==> config.mk <==
export PLATFORM = sky130hd
export DESIGN_NAME = sc_stream_sched_flat
export DESIGN_NICKNAME = d
export VERILOG_FILES = /design/src/rtl/sc_stream_sched_if.sv /design/src/rtl/sc_stream_sched.sv /design/src/flat_wrapper.sv
export SDC_FILE = /design/constraint.sdc
export NUM_CORES = 1
export LEC_CHECK = 0
export CORE_UTILIZATION = 35
export CTS_CLUSTER_DIAMETER = 30
export CTS_CLUSTER_SIZE = 12
export DETAILED_ROUTE_END_ITERATION = 6
export HOLD_SLACK_MARGIN = 0.06
export PLACE_DENSITY = 0.65
export REMOVE_ABC_BUFFERS = 1
export SYNTH_ARGS = -nofsm -noshare
export SYNTH_HDL_FRONTEND = slang
export SYNTH_SLANG_ARGS = --single-unit
==> constraint.sdc <==
create_clock -name clk -period 3.3 [get_ports clk]
set_input_delay 0.66 -clock clk [delete_from_list [all_inputs] [get_ports clk]]
set_output_delay 0.66 -clock clk [all_outputs]
set_load 0.01 [all_outputs]
==> src/rtl/sc_stream_sched_if.sv <==
// Bundle of request-side and SC-generator-side signals for sc_stream_sched.
// Latency: none (wires only).
// Backpressure: none; requesters hold req level until their done pulse.
//
// master: the environment (requesters + SC generator) driving the scheduler.
// slave : the scheduler itself.
// err is present only when SC_STREAM_SCHED_WDOG_EN is defined.
interface sc_stream_sched_if #(
    parameter int NREQ = 4,
    parameter int CW   = 7
);
    logic [NREQ-1:0]   req;
    logic [NREQ*6-1:0] req_num;
    logic [35:0]       cfg_m;
    logic [NREQ-1:0]   gnt;
    logic              done;
    logic [2:0]        done_id;
    logic [CW-1:0]     done_cnt;
    logic              busy;
    logic              sc_en_in;
    logic [5:0]        sc_num;
    logic [35:0]       sc_m;
    logic              sc_en_out;
    logic              sc_seq;
`ifdef SC_STREAM_SCHED_WDOG_EN
    logic              err;
`endif

    modport master (
        output req, req_num, cfg_m, sc_en_out, sc_seq,
        input  gnt, done, done_id, done_cnt, busy, sc_en_in, sc_num, sc_m
`ifdef SC_STREAM_SCHED_WDOG_EN
        , input err
`endif
    );

    modport slave (
        input  req, req_num, cfg_m, sc_en_out, sc_seq,
        output gnt, done, done_id, done_cnt, busy, sc_en_in, sc_num, sc_m
`ifdef SC_STREAM_SCHED_WDOG_EN
        , output err
`endif
    );
endinterface

==> src/rtl/sc_stream_sched.sv <==
// Round-robin scheduler sharing one Sobol SC bitstream generator; counts ones of LEN valid bits per job.
// Latency: done = GRANT + SC pipeline delay + LEN valid strobes + 1 cycle.
// Backpressure: req is a held level; new requests wait in IDLE, sc_en_out gaps simply stretch RUN.
//
// Ports: clk, rst (async active-low), bus (sc_stream_sched_if.slave): req/req_num/cfg_m in,
// gnt/done/done_id/done_cnt/busy out, sc_en_in/sc_num/sc_m to generator, sc_en_out/sc_seq from it.
// Optional: define SC_STREAM_SCHED_WDOG_EN for the RUN watchdog (TO_CYC cycles) and the err output.
module sc_stream_sched #(
    parameter int NREQ   = 4,
    parameter int LEN    = 64,
    parameter int CW     = 7,
    parameter int TO_CYC = 255
) (
    input  logic             clk,
    input  logic             rst,
    sc_stream_sched_if.slave bus
);
    typedef enum logic [1:0] {IDLE, GRANT, RUN, DONE} state_t;

    state_t        state_q, state_d;
    logic [2:0]    sel_q, rr_q, pick;
    logic          found;
    logic [CW-1:0] vcnt_q, ones_q, vcnt_inc, ones_inc;
    logic [5:0]    num_q, num_sel;
    logic [35:0]   m_q;
    logic [2:0]    done_id_q;
    logic [CW-1:0] done_cnt_q;
    logic [NREQ-1:0] gnt;
    logic          busy, done, sc_en_in, last_bit;

`ifdef SC_STREAM_SCHED_WDOG_EN
    localparam int WW = $clog2(TO_CYC + 1);
    logic [WW-1:0] wcnt_q;
    logic          to_q, wdog_hit;
    // Counter value k means k cycles since GRANT (or since the last strobe);
    // firing one short of TO_CYC makes DONE land exactly TO_CYC cycles out.
    assign wdog_hit = !bus.sc_en_out && (wcnt_q == WW'(TO_CYC - 1));
    assign bus.err  = (state_q == DONE) && to_q;
`endif

    // First set req at or above the rr pointer, wrapping. Scanning offsets
    // outward with constant candidate indices keeps every select static.
    always_comb begin
        pick  = '0;
        found = 1'b0;
        for (int d = 0; d < NREQ; d++) begin
            for (int c = 0; c < NREQ; c++) begin
                if (!found && bus.req[c] && (((int'(rr_q) + d) % NREQ) == c)) begin
                    found = 1'b1;
                    pick  = 3'(c);
                end
            end
        end
    end

    always_comb begin
        num_sel = '0;
        for (int c = 0; c < NREQ; c++) begin
            if (sel_q == 3'(c)) num_sel = bus.req_num[6*c +: 6];
        end
    end

    assign vcnt_inc = vcnt_q + 1'b1;
    assign ones_inc = ones_q + CW'(bus.sc_seq);
    assign last_bit = bus.sc_en_out && (vcnt_inc == CW'(LEN));

    always_ff @(posedge clk or negedge rst) begin
        if (!rst) state_q <= IDLE;
        else      state_q <= state_d;
    end

    always_comb begin
        state_d  = state_q;
        gnt      = '0;
        busy     = 1'b0;
        done     = 1'b0;
        sc_en_in = 1'b0;
        unique case (state_q)
            IDLE: begin
                if (found) state_d = GRANT;
            end
            GRANT: begin
                busy = 1'b1;
                for (int c = 0; c < NREQ; c++) gnt[c] = (sel_q == 3'(c));
                state_d = RUN;
            end
            RUN: begin
                busy     = 1'b1;
                sc_en_in = 1'b1;
                if (last_bit) state_d = DONE;
`ifdef SC_STREAM_SCHED_WDOG_EN
                else if (wdog_hit) state_d = DONE;
`endif
            end
            DONE: begin
                busy    = 1'b1;
                done    = 1'b1;
                state_d = IDLE;
            end
            default: state_d = IDLE;
        endcase
    end

    always_ff @(posedge clk or negedge rst) begin
        if (!rst) begin
            sel_q      <= '0;
            rr_q       <= '0;
            vcnt_q     <= '0;
            ones_q     <= '0;
            num_q      <= '0;
            m_q        <= '0;
            done_id_q  <= '0;
            done_cnt_q <= '0;
        end else begin
            unique case (state_q)
                IDLE: begin
                    if (found) sel_q <= pick;
                end
                GRANT: begin
                    num_q  <= num_sel;
                    m_q    <= bus.cfg_m;
                    vcnt_q <= '0;
                    ones_q <= '0;
                    rr_q   <= (sel_q == 3'(NREQ - 1)) ? 3'd0 : sel_q + 3'd1;
                end
                RUN: begin
                    if (bus.sc_en_out) begin
                        vcnt_q <= vcnt_inc;
                        ones_q <= ones_inc;
                    end
                    // Result registers outlive the job so done_id/done_cnt hold after done.
                    if (state_d == DONE) begin
                        done_id_q  <= sel_q;
                        done_cnt_q <= bus.sc_en_out ? ones_inc : ones_q;
                    end
                end
                default: ;
            endcase
        end
    end

`ifdef SC_STREAM_SCHED_WDOG_EN
    always_ff @(posedge clk or negedge rst) begin
        if (!rst) begin
            wcnt_q <= '0;
            to_q   <= 1'b0;
        end else if (state_q == GRANT) begin
            wcnt_q <= WW'(1);
            to_q   <= 1'b0;
        end else if (state_q == RUN) begin
            wcnt_q <= bus.sc_en_out ? '0 : wcnt_q + 1'b1;
            if (state_d == DONE && !last_bit) to_q <= 1'b1;
        end
    end
`endif

    assign bus.gnt      = gnt;
    assign bus.busy     = busy;
    assign bus.done     = done;
    assign bus.sc_en_in = sc_en_in;
    assign bus.sc_num   = num_q;
    assign bus.sc_m     = m_q;
    assign bus.done_id  = done_id_q;
    assign bus.done_cnt = done_cnt_q;
endmodule

==> src/flat_wrapper.sv <==
// flat-port wrapper written by rule: the top's interface ports become plain ports
module sc_stream_sched_flat 
#(
    parameter int NREQ   = 4,
    parameter int LEN    = 64,
    parameter int CW     = 7,
    parameter int TO_CYC = 255
)
  (clk, rst, bus_req, bus_req_num, bus_cfg_m, bus_sc_en_out, bus_sc_seq, bus_gnt, bus_done, bus_done_id, bus_done_cnt, bus_busy, bus_sc_en_in, bus_sc_num, bus_sc_m);
  sc_stream_sched_if #(.NREQ(NREQ), .CW(CW)) bus_i ();
  input  logic clk;
  input  logic rst;
  input wire logic [$bits(bus_i.req)-1:0] bus_req;
  input wire logic [$bits(bus_i.req_num)-1:0] bus_req_num;
  input wire logic [$bits(bus_i.cfg_m)-1:0] bus_cfg_m;
  input wire logic [$bits(bus_i.sc_en_out)-1:0] bus_sc_en_out;
  input wire logic [$bits(bus_i.sc_seq)-1:0] bus_sc_seq;
  output wire logic [$bits(bus_i.gnt)-1:0] bus_gnt;
  output wire logic [$bits(bus_i.done)-1:0] bus_done;
  output wire logic [$bits(bus_i.done_id)-1:0] bus_done_id;
  output wire logic [$bits(bus_i.done_cnt)-1:0] bus_done_cnt;
  output wire logic [$bits(bus_i.busy)-1:0] bus_busy;
  output wire logic [$bits(bus_i.sc_en_in)-1:0] bus_sc_en_in;
  output wire logic [$bits(bus_i.sc_num)-1:0] bus_sc_num;
  output wire logic [$bits(bus_i.sc_m)-1:0] bus_sc_m;
  assign bus_i.req = bus_req;
  assign bus_i.req_num = bus_req_num;
  assign bus_i.cfg_m = bus_cfg_m;
  assign bus_i.sc_en_out = bus_sc_en_out;
  assign bus_i.sc_seq = bus_sc_seq;
  assign bus_gnt = bus_i.gnt;
  assign bus_done = bus_i.done;
  assign bus_done_id = bus_i.done_id;
  assign bus_done_cnt = bus_i.done_cnt;
  assign bus_busy = bus_i.busy;
  assign bus_sc_en_in = bus_i.sc_en_in;
  assign bus_sc_num = bus_i.sc_num;
  assign bus_sc_m = bus_i.sc_m;
  sc_stream_sched #(.NREQ(NREQ), .LEN(LEN), .CW(CW), .TO_CYC(TO_CYC)) u_core (.clk(clk), .rst(rst), .bus(bus_i));
endmodule
# --- After elaboration in Yosys (flattened, before gate mapping) ---
# Cells that the tools add are included.
classes:
  n_mux: 47
  bitwise_logic: 3
  addsub: 6
  eq_ne: 21
  n_reduce_logical: 61
ops:
  columns: ["operator", "n"]
  rows:
  - ["logical NOT 32 bit", 4]
  - ["two-way mux 3 bit", 14]
  - ["logical AND 1 bit", 32]
  - ["one-hot mux 7 bit (2 select lines)", 2]
  - ["two-way mux 6 bit", 4]
  - ["two-way mux 1 bit", 20]
  - ["== test 3 bit, second input constant", 6]
  - ["== test 3 x 2 -> 1 bit, second input constant", 5]
  - ["logical NOT 1 bit", 15]
  - ["two-way mux 7 bit", 2]
  - ["== test 2 bit, second input constant", 5]
  - ["one-hot mux 2 bit (4 select lines)", 1]
  - ["adder 7 x 1 -> 7 bit", 1]
  - ["adder 7 x 1 -> 7 bit, second input constant", 1]
  - ["== test 7 bit, second input constant", 1]
  - ["two-way mux 2 bit", 3]
  - ["AND reduction 2 bit", 3]
  - ["OR reduction 2 bit", 3]
  - ["adder 2 x 1 -> 2 bit, second input constant", 2]
  - ["adder 2 bit, second input constant", 2]
  - ["== test 2 x 1 -> 1 bit, second input constant", 2]
  - ["two-way mux 4 bit", 1]
  - ["bitwise AND 1 bit, first input constant", 3]
  - ["== test 3 x 1 -> 1 bit, second input constant", 1]
  - ["5 further kinds", 5]
word_totals:
  register_bits: 73
  out_inout_bits: 59
  word_cells: 147
  in_bits: 68

# --- Longest topological paths before layout ---
# Gate-level depths: netlist of the first run.
depth:
  depth_word: 67
  depth_mapped: 8
  mapped_depth_nobuf: 7

# --- Worst setup path after synthesis of the first run ---
# OpenSTA, ideal clock, no wires.
synth_timing:
  kind: "register to register"
  from: "register u_core.vcnt_q[0]"
  to: "register u_core.done_cnt_q[0], in the netlist u_core.bus.done_cnt[0]"
  arrival_time_ns: 2.174
  path_stages_with_launch: 6
  period_less_slack_ns: 2.299
  path_buffers: 0
  setup_time_ns: 0.125
  t_required_ns: 3.175
  path_slack_ns: 1.001
  path_cell_list: "dfrtp_1 > ha_1 > or4_1 > and3_4 > a211oi_4 > mux2_2"
synth_between:
  elab_chain_len: 7
synth_lines:
  columns: ["element", "line_no", "source"]
  rows:
  - ["start, declared", "sc_stream_sched.sv:23", "logic [CW-1:0] vcnt_q, ones_q, vcnt_inc, ones_inc;"]
  - ["start signal, assigned", "sc_stream_sched.sv:128", "vcnt_q <= vcnt_inc;"]
  - ["adder 7 x 1 -> 7 bit", "sc_stream_sched.sv:63", "assign vcnt_inc = vcnt_q + 1'b1;"]
  - ["== test 7 bit", "sc_stream_sched.sv:65", "assign last_bit = bus.sc_en_out && (vcnt_inc == CW'(LEN));"]
  - ["logical AND 1 bit", "sc_stream_sched.sv:65", null]
  - ["two-way mux 2 bit", "sc_stream_sched.sv:90", "if (last_bit) state_d = DONE;"]
  - ["one-hot mux 2 bit (4 select lines)", "sc_stream_sched.sv:78", "unique case (state_q)"]
  - ["== test 2 bit", "sc_stream_sched.sv:132", "if (state_d == DONE) begin"]
  - ["AND reduction 2 bit (no line)", null, null]
  - ["end signal, assigned", "sc_stream_sched.sv:134", "done_cnt_q <= bus.sc_en_out ? ones_inc : ones_q;"]
  - ["end, declared", "sc_stream_sched.sv:27", "logic [CW-1:0] done_cnt_q;"]
# No other way between the ends.
# A chain may end at the register's enable or synchronous reset.

# --- Worst setup path after layout of the first run ---
layout_timing:
  from: "register u_core.sel_q[0]"
  to: "output port bus_gnt[2]"
layout_between:
  elab_chain_len: 2
layout_lines:
  columns: ["element", "line_no", "source"]
  rows:
  - ["start, declared", "sc_stream_sched.sv:21", "logic [2:0] sel_q, rr_q, pick;"]
  - ["start signal, assigned", "sc_stream_sched.sv:117", "if (found) sel_q <= pick;"]
  - ["== test 3 x 2 -> 1 bit", "sc_stream_sched.sv:84", "for (int c = 0; c < NREQ; c++) gnt[c] = (sel_q == 3'(c));"]
  - ["two-way mux 4 bit", "sc_stream_sched.sv:78", null]
  - ["end, declared", "flat_wrapper.sv:18", "output wire logic [$bits(bus_i.gnt)-1:0] bus_gnt;"]
# No other way between the ends.

==> impl_metrics.py, run 1 <==
metrics = {
    "logic_synthesis": {
        "yosys_warnings": 0,
        "synthesis.area_per_instance_um2": 11.36,
        "yosys.area.top_type_share_pct": 51.45,
        "cell_count_after_synthesis": 304,
        "synth.area.top_cells": "dfrtp_1, mux2_2, ha_1",
        "ys_types": 42,
        "synth-seq-area-share_pct": 51.45,
        "synthFlopType": "dfrtp_1",
        "synth.ff_latch_count": 71,
        "synth_common_cells": "dfrtp_1, mux2_2, a21oi_1",
        "synth_top_area_cell": "dfrtp_1",
        "synth_edf_count": 0,
        "most_frequently_used_cell_type_in_the_post_synthesis_netlist": "dfrtp_1",
        "syn-cell-area_um2": 3453,
        "synthArstFlopShare_pct": 100.0,
    },
    "cells_and_area": {
        "drive_gt1_share_pct": 17.55,
        "fin_nets": 509,
        "insertedDiodeCount": 0,
        "synthToLayoutAreaGrowth_pct": 45.80,
    },
    "sta": {
        "upper_clock_frequency_limit_mhz": 371.6,
        "report.final.hold_viol_count": 0,
        "grt_setup_unrepaired": "no",
        "finalWorstPathRequiredPeriod_ns": 2.691,
        "fin_setup_tns_ns": 0,
        "slew_viol_final": 0,
        "worstMarginPinSlew_ns": 0.5775,
        "timing.final.crit_share_pct": 81.55,
        "setup-violations-final": 0,
        "worst_slew_margin_rel_pct": 61.38,
        "postLayoutSetupSlackWorst_ns": 0.6087,
        "finClkSkew_ns": 0.01046,
    },
    "global_routing": {
        "grt_antenna_before_repair": 0,
        "first_global_vias": 2650,
        "wire_length_of_the_first_global_routing_pass_mm": 13.13,
        "globalRouteTotalUtil_pct": 16.78,
        "grt_max_degree": 42,
        "grt-ovfl-total": 0,
    },
    "clock_network": {
        "numClockSinks": 71,
        "clock_path_buffers": 2,
        "tritoncts.num_buffers": 9,
        "cts.clk_slew.worst_paths_ns": 0.09,
        "h-tree-depth": 3,
        "tritoncts": "done",
        "clock-root-buffer": "clkbuf_8",
        "post_cts.resized_instances": 0,
        "clk_latency_ns": 0.35,
        "cts_hold_repair.buffers": 0,
        "post_cts.repair.setup_buffers": 0,
    },
    "die": {
        "dieArea_um2": 10270,
        "core_area_um2": 9415,
        "die_height_um": 101.3,
        "io-pin-count": 127,
        "placementRows": 35,
        "initial_utilization_pct": 36.68,
        "chipWidth_um": 101.3,
    },
    "drt": {
        "detail_route.first_pass.iterations": 4,
        "ant_nets": 0,
        "first_iter_violations": 54,
        "drc_errors_left": 0,
        "vias_after_detailed_routing": 2786,
        "post_drt_via_cell_ratio": 4.957,
        "wl_per_cell_um": 14.88,
        "detail_route.wirelength_mm": 8.362,
    },
    "place": {
        "routability_driven_placement_congestion_ratio": 0.8456,
        "numPortBuffers": 125,
        "place_hpwl_mm": 6.209,
        "dpl_worst_slack_ns": 0.5202,
    },
    "min_path": {
        "min_path_type": "input pin to asynchronous set/reset pin",
    },
    "run_status": {
        "result_of_the_run": "finished clean",
    },
    "critical_path": {
        "reg_to_reg_endpoint": "u_core.bus.done_cnt[1]",
        "setup.worst_path.end": "bus_gnt[2]",
        "cp-startpoint": "u_core.sel_q[0]",
        "ff2ff_path_depth": 5,
        "criticalPathCategory": "flop to primary output",
        "start_kind": "flop",
        "worst_ep_required_time_ns": 2.64,
        "worst-r2r-setup-slack_ns": 0.74,
        "worstPathMaxFanout": 13,
        "crit-reg2reg-launch": "u_core.vcnt_q[0]",
        "endpoint_kind": "primary output",
        "timing.critical_path.arrival_ns": 2.03,
    },
    "power_and_ir_drop": {
        "p_leak_uw": 0.002081,
        "power_density_nw_per_um2": 831.1,
        "power.ir.vdd_worst_mv": 0.2952,
        "total_power_uw": 4184,
    },
    "job": {
        "drv_cap": 0,
    },
}
[placed cells by master, fill, tap and decap left out, drive strengths merged, types with 6 or more instances in the layout]
cell / n
o2bb2ai: 7
a21oi: 22
nor2b: 10
ha: 13
o21ai: 13
nor2: 17
mux2: 47
nor3: 11
inv: 11
a221oi: 6
nand2: 12
dfrtp: 71
clkdlybuf4s50: 124
clkbuf: 10
[flip-flops by register name, summed over array words and instances (netlist names)]
name                 cells
u_core.bus.done_cnt      7
u_core.bus.done_id       2
u_core.bus.sc_m         36
u_core.bus.sc_num        6
u_core.ones_q            7
u_core.rr_q              2
u_core.sel_q             2
u_core.state_q           2
u_core.vcnt_q            7
[kinds of logic after synthesis]
kind of cell,synth area share (%)
compound gates,13.12
xor+xnor,1.015
fa+ha+maj,4.710
buf+inv,2.826
flops,51.45
mux,15.33
other cells,0.1086
simple gates,11.45
[per-layer routing]
metal | up-vias | GRT usage (%) | routed length [um]
li1 | 1350 | - | -
met1 | 1329 | 20.63 | 3754
met2 | 97 | 28.05 | 3908
met3 | 10 | 4.210 | 584
met4 | 0 | 7.246 | 114
met5 | - | 0 | 0
[through the flow]
step | instance area [um2] | hold slack (ns) | utilization [%] | instances
after floorplan | 3390 | 0.3644 | - | 288
after global placement | 4830 | 0.4879 | 51.30 | 546
after detailed placement | 4830 | 0.4941 | 51.30 | 546
after CTS | 5035 | 0.2437 | 53.48 | 562
after global routing | 5035 | 0.2672 | 53.48 | 562
final | 5035 | 0.2386 | 53.48 | 562
[where the power goes]
part | internal, uW | switching [uW] | total [uW]
combinational | 1120 | 918 | 2040
clock | 374 | 351 | 724
sequential | 1210 | 209 | 1420
[area by class of cell]
type                    count  area (um2)
inverters                   9       33.78
multi-input cells         208        1582
well taps                 129       161.4
clock buffers              10       137.6
repair buffers            129        1276
fillers                   836        4380
flip-flops and latches     71        1777
clock inverters             6       67.56
[critical path: stages (launching register included)]
cell	delay [ns]
dfrtp_1	0.44
inv_1	0.14
ha_1	0.40
and2_1	0.18
clkdlybuf4s50_1	0.53
[worst min-delay path by stage]
| stage | depth (start not counted) | from | end |
|---|---|---|---|
| after floorplan | 0 | rst | u_core.bus.done_cnt[0] |
| after global placement | 1 | u_core.bus.sc_m[28] | u_core.bus.sc_m[28] |
| after detailed placement | 1 | u_core.bus.sc_m[15] | u_core.bus.sc_m[15] |
| after CTS | 1 | rst | u_core.bus.sc_m[26] |
| after global routing | 1 | rst | u_core.bus.sc_m[26] |
| final | 1 | rst | u_core.bus.sc_m[26] |
(Power assumes the default switching activity.)
==> run 2: changes to the inputs <==
clock period = 2.5 ns   (was 3.3 ns; I/O delays follow)
==> run 2 against run 1 <==
  * Global-route usage decreased by 0.17 points
  * First-iteration DRC count increased by 9.3%
  * Sequential cell count unchanged
  * Clock power increased by 29%
  * Largest power group unchanged
  * Worst setup slack got worse by 0.44 ns
  * Sequential power increased by 32%
  * Via count increased by 2.4%
  * Combinational power increased by 35%
  * Cell count increased by 2.1%
  * Power increased by 33%
  * Register-to-register slack got worse by 0.57 ns
==> impl_metrics.py, run 2 (synthesis results as in run 1) <==
metrics = {
    "clock_network": {
        "h-tree-depth": 3,
        "tritoncts": "done",
        "clock-root-buffer": "clkbuf_8",
        "post_cts.repair.setup_buffers": 0,
        "tritoncts.num_buffers": 9,
        "numClockSinks": 71,
        "clock_path_buffers": 2,
        "cts.clk_slew.worst_paths_ns": 0.08,
        "clk_latency_ns": 0.34,
        "cts_hold_repair.buffers": 0,
    },
    "place": {
        "routability_driven_placement_congestion_ratio": 0.8783,
        "numPortBuffers": 125,
        "dpl_worst_slack_ns": -0.02221,
        "placedCellCount": 558,
        "place_hpwl_mm": 6.243,
    },
    "sta": {
        "setup-violations-final": 0,
        "worstMarginPinSlew_ns": 0.5979,
        "finalWorstPathRequiredPeriod_ns": 2.333,
        "postLayoutSetupSlackWorst_ns": 0.1666,
        "worst_slew_margin_rel_pct": 60.14,
        "upper_clock_frequency_limit_mhz": 428.6,
        "finClkSkew_ns": 0.008417,
        "grt_setup_unrepaired": "no",
        "slew_viol_final": 0,
        "report.final.hold_viol_count": 0,
        "timing.final.crit_share_pct": 93.34,
    },
    "critical_path": {
        "worstPathBufferInverterCount": 2,
        "cp-startpoint": "u_core.sel_q[1]",
        "criticalPathCategory": "flop to primary output",
        "critical-path-max-stage-delay_ns": 0.54,
        "endpoint_kind": "primary output",
        "worst_ep_required_time_ns": 2.00,
        "reg_to_reg_endpoint": "u_core.bus.done_cnt[6]",
        "path_depth": 4,
        "setup.worst_path.end": "bus_gnt[1]",
        "crit_chain": "inv_1 > ha_2 > and2_1 > clkdlybuf4s50_1",
        "ff2ff_path_depth": 7,
        "worstPathMaxFanout": 8,
        "worst-r2r-setup-slack_ns": 0.17,
        "crit-reg2reg-launch": "u_core.vcnt_q[0]",
        "critical-path-top-delay-family": "buffers and inverters",
        "cpMaxStageDelayCell": "clkdlybuf4s50_1",
        "timing.critical_path.arrival_ns": 1.83,
        "start_kind": "flop",
    },
    "cells_and_area": {
        "largest_register_ffs": 36,
        "most_frequent_cells_in_the_layout": "clkdlybuf4s50_1, dfrtp_1, mux2_2",
        "drive_gt1_share_pct": 20.22,
        "layout.cells.most_common": "clkdlybuf4s50_1",
        "synthToLayoutAreaGrowth_pct": 49.17,
        "fin_nets": 521,
        "insertedDiodeCount": 0,
        "instances_no_fill": 574,
    },
    "die": {
        "initial_utilization_pct": 36.68,
        "dieArea_um2": 10270,
        "placementRows": 35,
        "io-pin-count": 127,
        "core_area_um2": 9415,
        "die_height_um": 101.3,
        "chipWidth_um": 101.3,
    },
    "drt": {
        "ant_nets": 0,
        "detail_route.wirelength_mm": 8.336,
        "wl_per_cell_um": 14.52,
        "vias_after_detailed_routing": 2852,
        "post_drt_via_cell_ratio": 4.969,
        "drc_errors_left": 0,
        "first_iter_violations": 59,
        "detail_route.first_pass.iterations": 4,
    },
    "global_routing": {
        "first_global_vias": 2696,
        "globalRouteTotalUtil_pct": 16.61,
        "wire_length_of_the_first_global_routing_pass_mm": 13.28,
        "grt_antenna_before_repair": 0,
        "grt-ovfl-total": 0,
        "grt_max_degree": 47,
    },
    "power_and_ir_drop": {
        "p_leak_uw": 0.002140,
        "power.ir.vdd_worst_mv": 0.5410,
        "power_density_nw_per_um2": 1081,
    },
    "run_status": {
        "result_of_the_run": "finished clean",
    },
    "job": {
        "drv_cap": 0,
    },
    "min_path": {
        "min_path_type": "input pin to asynchronous set/reset pin",
    },
}
## run 2: power by group
| group | internal, uW | switching, uW | total [uW] |
|---|---|---|---|
| clock network | 473 | 461 | 934 |
| registers | 1600 | 271 | 1870 |
| logic | 1540 | 1220 | 2760 |
## run 2: per-layer routing
metal  wire (um)  up-vias  track usage, %
met1        3661     1368           20.16
met4          38        0           4.682
met5           0        -               0
met3         561        7           4.555
met2        4074      104           28.94
li1            -     1373               -
## run 2: worst min path at each step
stage	to	slack (ns)	depth (start not counted)
floorplan	u_core.bus.done_cnt[0]	0.20	0
global placement	u_core.bus.sc_m[4]	0.49	1
detailed placement	u_core.bus.sc_m[0]	0.49	1
CTS	u_core.bus.sc_m[10]	0.16	1
global route	u_core.bus.sc_m[20]	0.19	1
finish	u_core.bus.sc_m[9]	0.15	1
## run 2: cell type report
class | instances | area, um2
multi-input combinational | 208 | 1597
inverter | 9 | 33.78
clock buffer | 9 | 123.9
tap | 129 | 161.4
clock inverter | 7 | 80.08
fill | 807 | 4264
sequential | 71 | 1777
timing repair buffer | 141 | 1379
## run 2: per-stage QoR
step	instance area [um2]	total power (uW)	utilization, %	setup TNS, ns	hold slack (ns)
2_1_floorplan	3390	3303	-	-0.006777	0.2044
3_5_place_dp	4932	4686	52.39	-0.1712	0.4944
4_1_cts	5136	5636	54.55	0	0.1596
5_1_grt	5151	5981	54.71	0	0.1938
3_3_place_gp	4932	4614	52.39	0	0.4876
6_report	5151	5568	54.71	0	0.1530
## run 2: repair_timing
action / CTS / global route
endpoints found under the hold margin: 0 / 0
endpoints found under the setup margin: 0 / 4
resized for setup: 0 / 3
==> run 3: changes to the inputs <==
CORE_MARGIN = 10   (was not set)
==> run 3 against run 2 <==
  * Sequential cell count unchanged
  * Final area unchanged
  * Core utilization down 1.5 points
  * Highest routed layer unchanged
==> impl_metrics.py, run 3 (synthesis results as in run 1) <==
metrics = {
    "global_routing": {
        "globalRouteTotalUtil_pct": 12.89,
        "wire_length_of_the_first_global_routing_pass_mm": 15.01,
        "grt_max_degree": 47,
        "grt-ovfl-total": 0,
        "grt_antenna_before_repair": 0,
        "first_global_vias": 2734,
    },
    "critical_path": {
        "worstPathMaxFanout": 8,
        "criticalPathCategory": "flop to primary output",
        "critical-path-top-delay-family": "buffers and inverters",
        "timing.critical_path.arrival_ns": 1.90,
        "crit-reg2reg-launch": "u_core.vcnt_q[0]",
        "cpMaxStageDelayCell": "clkdlybuf4s50_1",
        "worst_ep_required_time_ns": 2.00,
        "start_kind": "flop",
        "reg_to_reg_endpoint": "u_core.bus.done_cnt[2]",
        "crit_chain": "inv_1 > ha_2 > and2_1 > clkdlybuf4s50_1",
        "endpoint_kind": "primary output",
        "critical-path-max-stage-delay_ns": 0.56,
        "ff2ff_path_depth": 8,
        "worstPathBufferInverterCount": 2,
        "worst-r2r-setup-slack_ns": 0.27,
    },
    "cells_and_area": {
        "fin_nets": 521,
        "synthToLayoutAreaGrowth_pct": 49.17,
        "insertedDiodeCount": 0,
        "layout.cells.most_common": "clkdlybuf4s50_1",
        "drive_gt1_share_pct": 20.22,
        "most_frequent_cells_in_the_layout": "clkdlybuf4s50_1, dfrtp_1, mux2_2",
        "largest_register_ffs": 36,
        "number_of_filler_cells_placed_in_the_layout": 847,
    },
    "drt": {
        "post_drt_via_cell_ratio": 4.946,
        "met3WireLength_um": 582,
        "drt-met1-wl_mm": 4.365,
        "wl_per_cell_um": 16.20,
        "first_iter_violations": 161,
        "detail_route.wirelength_mm": 9.361,
        "vias_after_detailed_routing": 2859,
        "ant_nets": 0,
        "highest-signal-layer": "met4",
        "met2_wire_length_mm": 4.331,
        "detail_route.first_pass.iterations": 5,
        "drc_errors_left": 0,
    },
    "sta": {
        "timing.final.crit_share_pct": 95.88,
        "worst_slew_margin_rel_pct": 49.80,
        "worstMarginPinSlew_ns": 0.7530,
        "setup-violations-final": 0,
        "slew_viol_final": 0,
        "postLayoutSetupSlackWorst_ns": 0.1030,
        "report.final.hold_viol_count": 0,
        "fin_worst_hold_slack_ns": 0.2192,
        "grt_setup_unrepaired": "no",
        "upper_clock_frequency_limit_mhz": 417.2,
        "finalWorstPathRequiredPeriod_ns": 2.397,
        "finClkSkew_ns": 0.009496,
    },
    "job": {
        "drv_cap": 0,
    },
    "clock_network": {
        "clock-root-buffer": "clkbuf_8",
        "cts.clk_slew.worst_paths_ns": 0.08,
        "tritoncts": "done",
        "numClockSinks": 71,
        "tritoncts.num_buffers": 9,
        "h-tree-depth": 3,
        "clk_latency_ns": 0.34,
        "cts_hold_repair.buffers": 0,
        "clock_path_buffers": 2,
    },
    "place": {
        "place_hpwl_mm": 7.198,
        "numPortBuffers": 125,
        "routability_driven_placement_congestion_ratio": 0.7884,
        "dpl_worst_slack_ns": -0.04672,
    },
    "die": {
        "die_height_um": 119.3,
        "placementRows": 36,
        "initial_utilization_pct": 35.66,
        "dieArea_um2": 14240,
        "io-pin-count": 127,
        "chipWidth_um": 119.3,
        "core_area_um2": 9684,
    },
    "power_and_ir_drop": {
        "power_density_nw_per_um2": 1079,
        "p_sw_uw": 2017,
        "power.share.clock_pct": 15.6,
        "switching_share_pct": 36.31,
        "p_int_uw": 3538,
        "power.ir.vdd_worst_mv": 0.3756,
        "combPwrFrac_pct": 50.6,
        "seqPwrFrac_pct": 33.8,
        "p_leak_uw": 0.002139,
    },
    "run_status": {
        "result_of_the_run": "finished clean",
    },
    "min_path": {
        "min_path_type": "input pin to asynchronous set/reset pin",
    },
}
run 3: changes by cell type in the layout (fill, tap and decap cells not counted):
cell        previous run  this run
buf_12                 1         2
buf_4                 15        14
bufinv_16              1         0
clkinv_4               1         2
clkinvlp_4             2         1
inv_8                  0         1
run 3: through the flow:
stage | utilization [%] | setup TNS [ns] | total power (uW) | instance area, um2 | instances
4_1_cts | 52.86 | 0 | 5599 | 5119 | 577
3_3_place_gp | 50.90 | -0.2497 | 4648 | 4930 | 561
3_5_place_dp | 50.90 | -0.3587 | 4716 | 4930 | 561
2_1_floorplan | - | -0.006777 | 3303 | 3390 | 288
5_1_grt | 53.19 | 0 | 5955 | 5151 | 578
6_report | 53.19 | 0 | 5556 | 5151 | 578
run 3: worst register-to-register path: cells and delay by family, from the launching register on:
family | cells | cell delay, ns
AOI/OAI and AO/OA | 1 | 0.28
xor gates and xnor gates | 1 | 0.15
adders and majority gates | 1 | 0.23
buffers and inverters | 2 | 0.31
DFF | 1 | 0.39
muxes | 2 | 0.65
and+or+nand+nor | 1 | 0.11
run 3: layout make-up:
class	count	area [um2]	share of cell area, %
multi-input combinational	208	1597	30.99
timing repair buffer	141	1391	27.01
sequential	71	1777	34.49
clock buffer	9	123.9	2.405
tap	133	166.4	3.231
clock inverter	7	62.56	1.214
inverter	9	33.78	0.6558
run 3: metal layers:
layer / up-vias / track usage [%]
met5: - / 0
met4: 0 / 3.846
met3: 9 / 3.826
met2: 107 / 19.26
met1: 1361 / 17.59
li1: 1382 / -
run 3: what timing repair did:
action | CTS | global route
setup endpoints to repair | 1 | 10
pin swaps | 0 | 1
gates resized for setup | 1 | 2
buffers inserted | 0 | 1
gates cloned | 0 | 0
run 3: worst max path at each step:
stage,start,endpoint,slack [ns],cells after the start
after global placement,bus_sc_en_out,u_core.bus.done_cnt[6],-0.03,5
after floorplan,u_core.state_q[1],bus_gnt[1],-0.007,3
after CTS,u_core.sel_q[1],bus_gnt[1],0.02,4
after detailed placement,bus_sc_en_out,u_core.bus.done_cnt[5],-0.05,5
after global routing,u_core.sel_q[1],bus_gnt[1],0.001,4
final,u_core.sel_q[1],bus_gnt[1],0.10,4
run 3: power by group through the flow:
stage,Sequential (uW),Combinational [uW],Clock [uW]
after floorplan,2050,1250,0
after global placement,1870,2770,0
after detailed placement,1900,2820,0
final,1880,2810,869
after CTS,1880,2830,897
after global routing,1940,3060,956
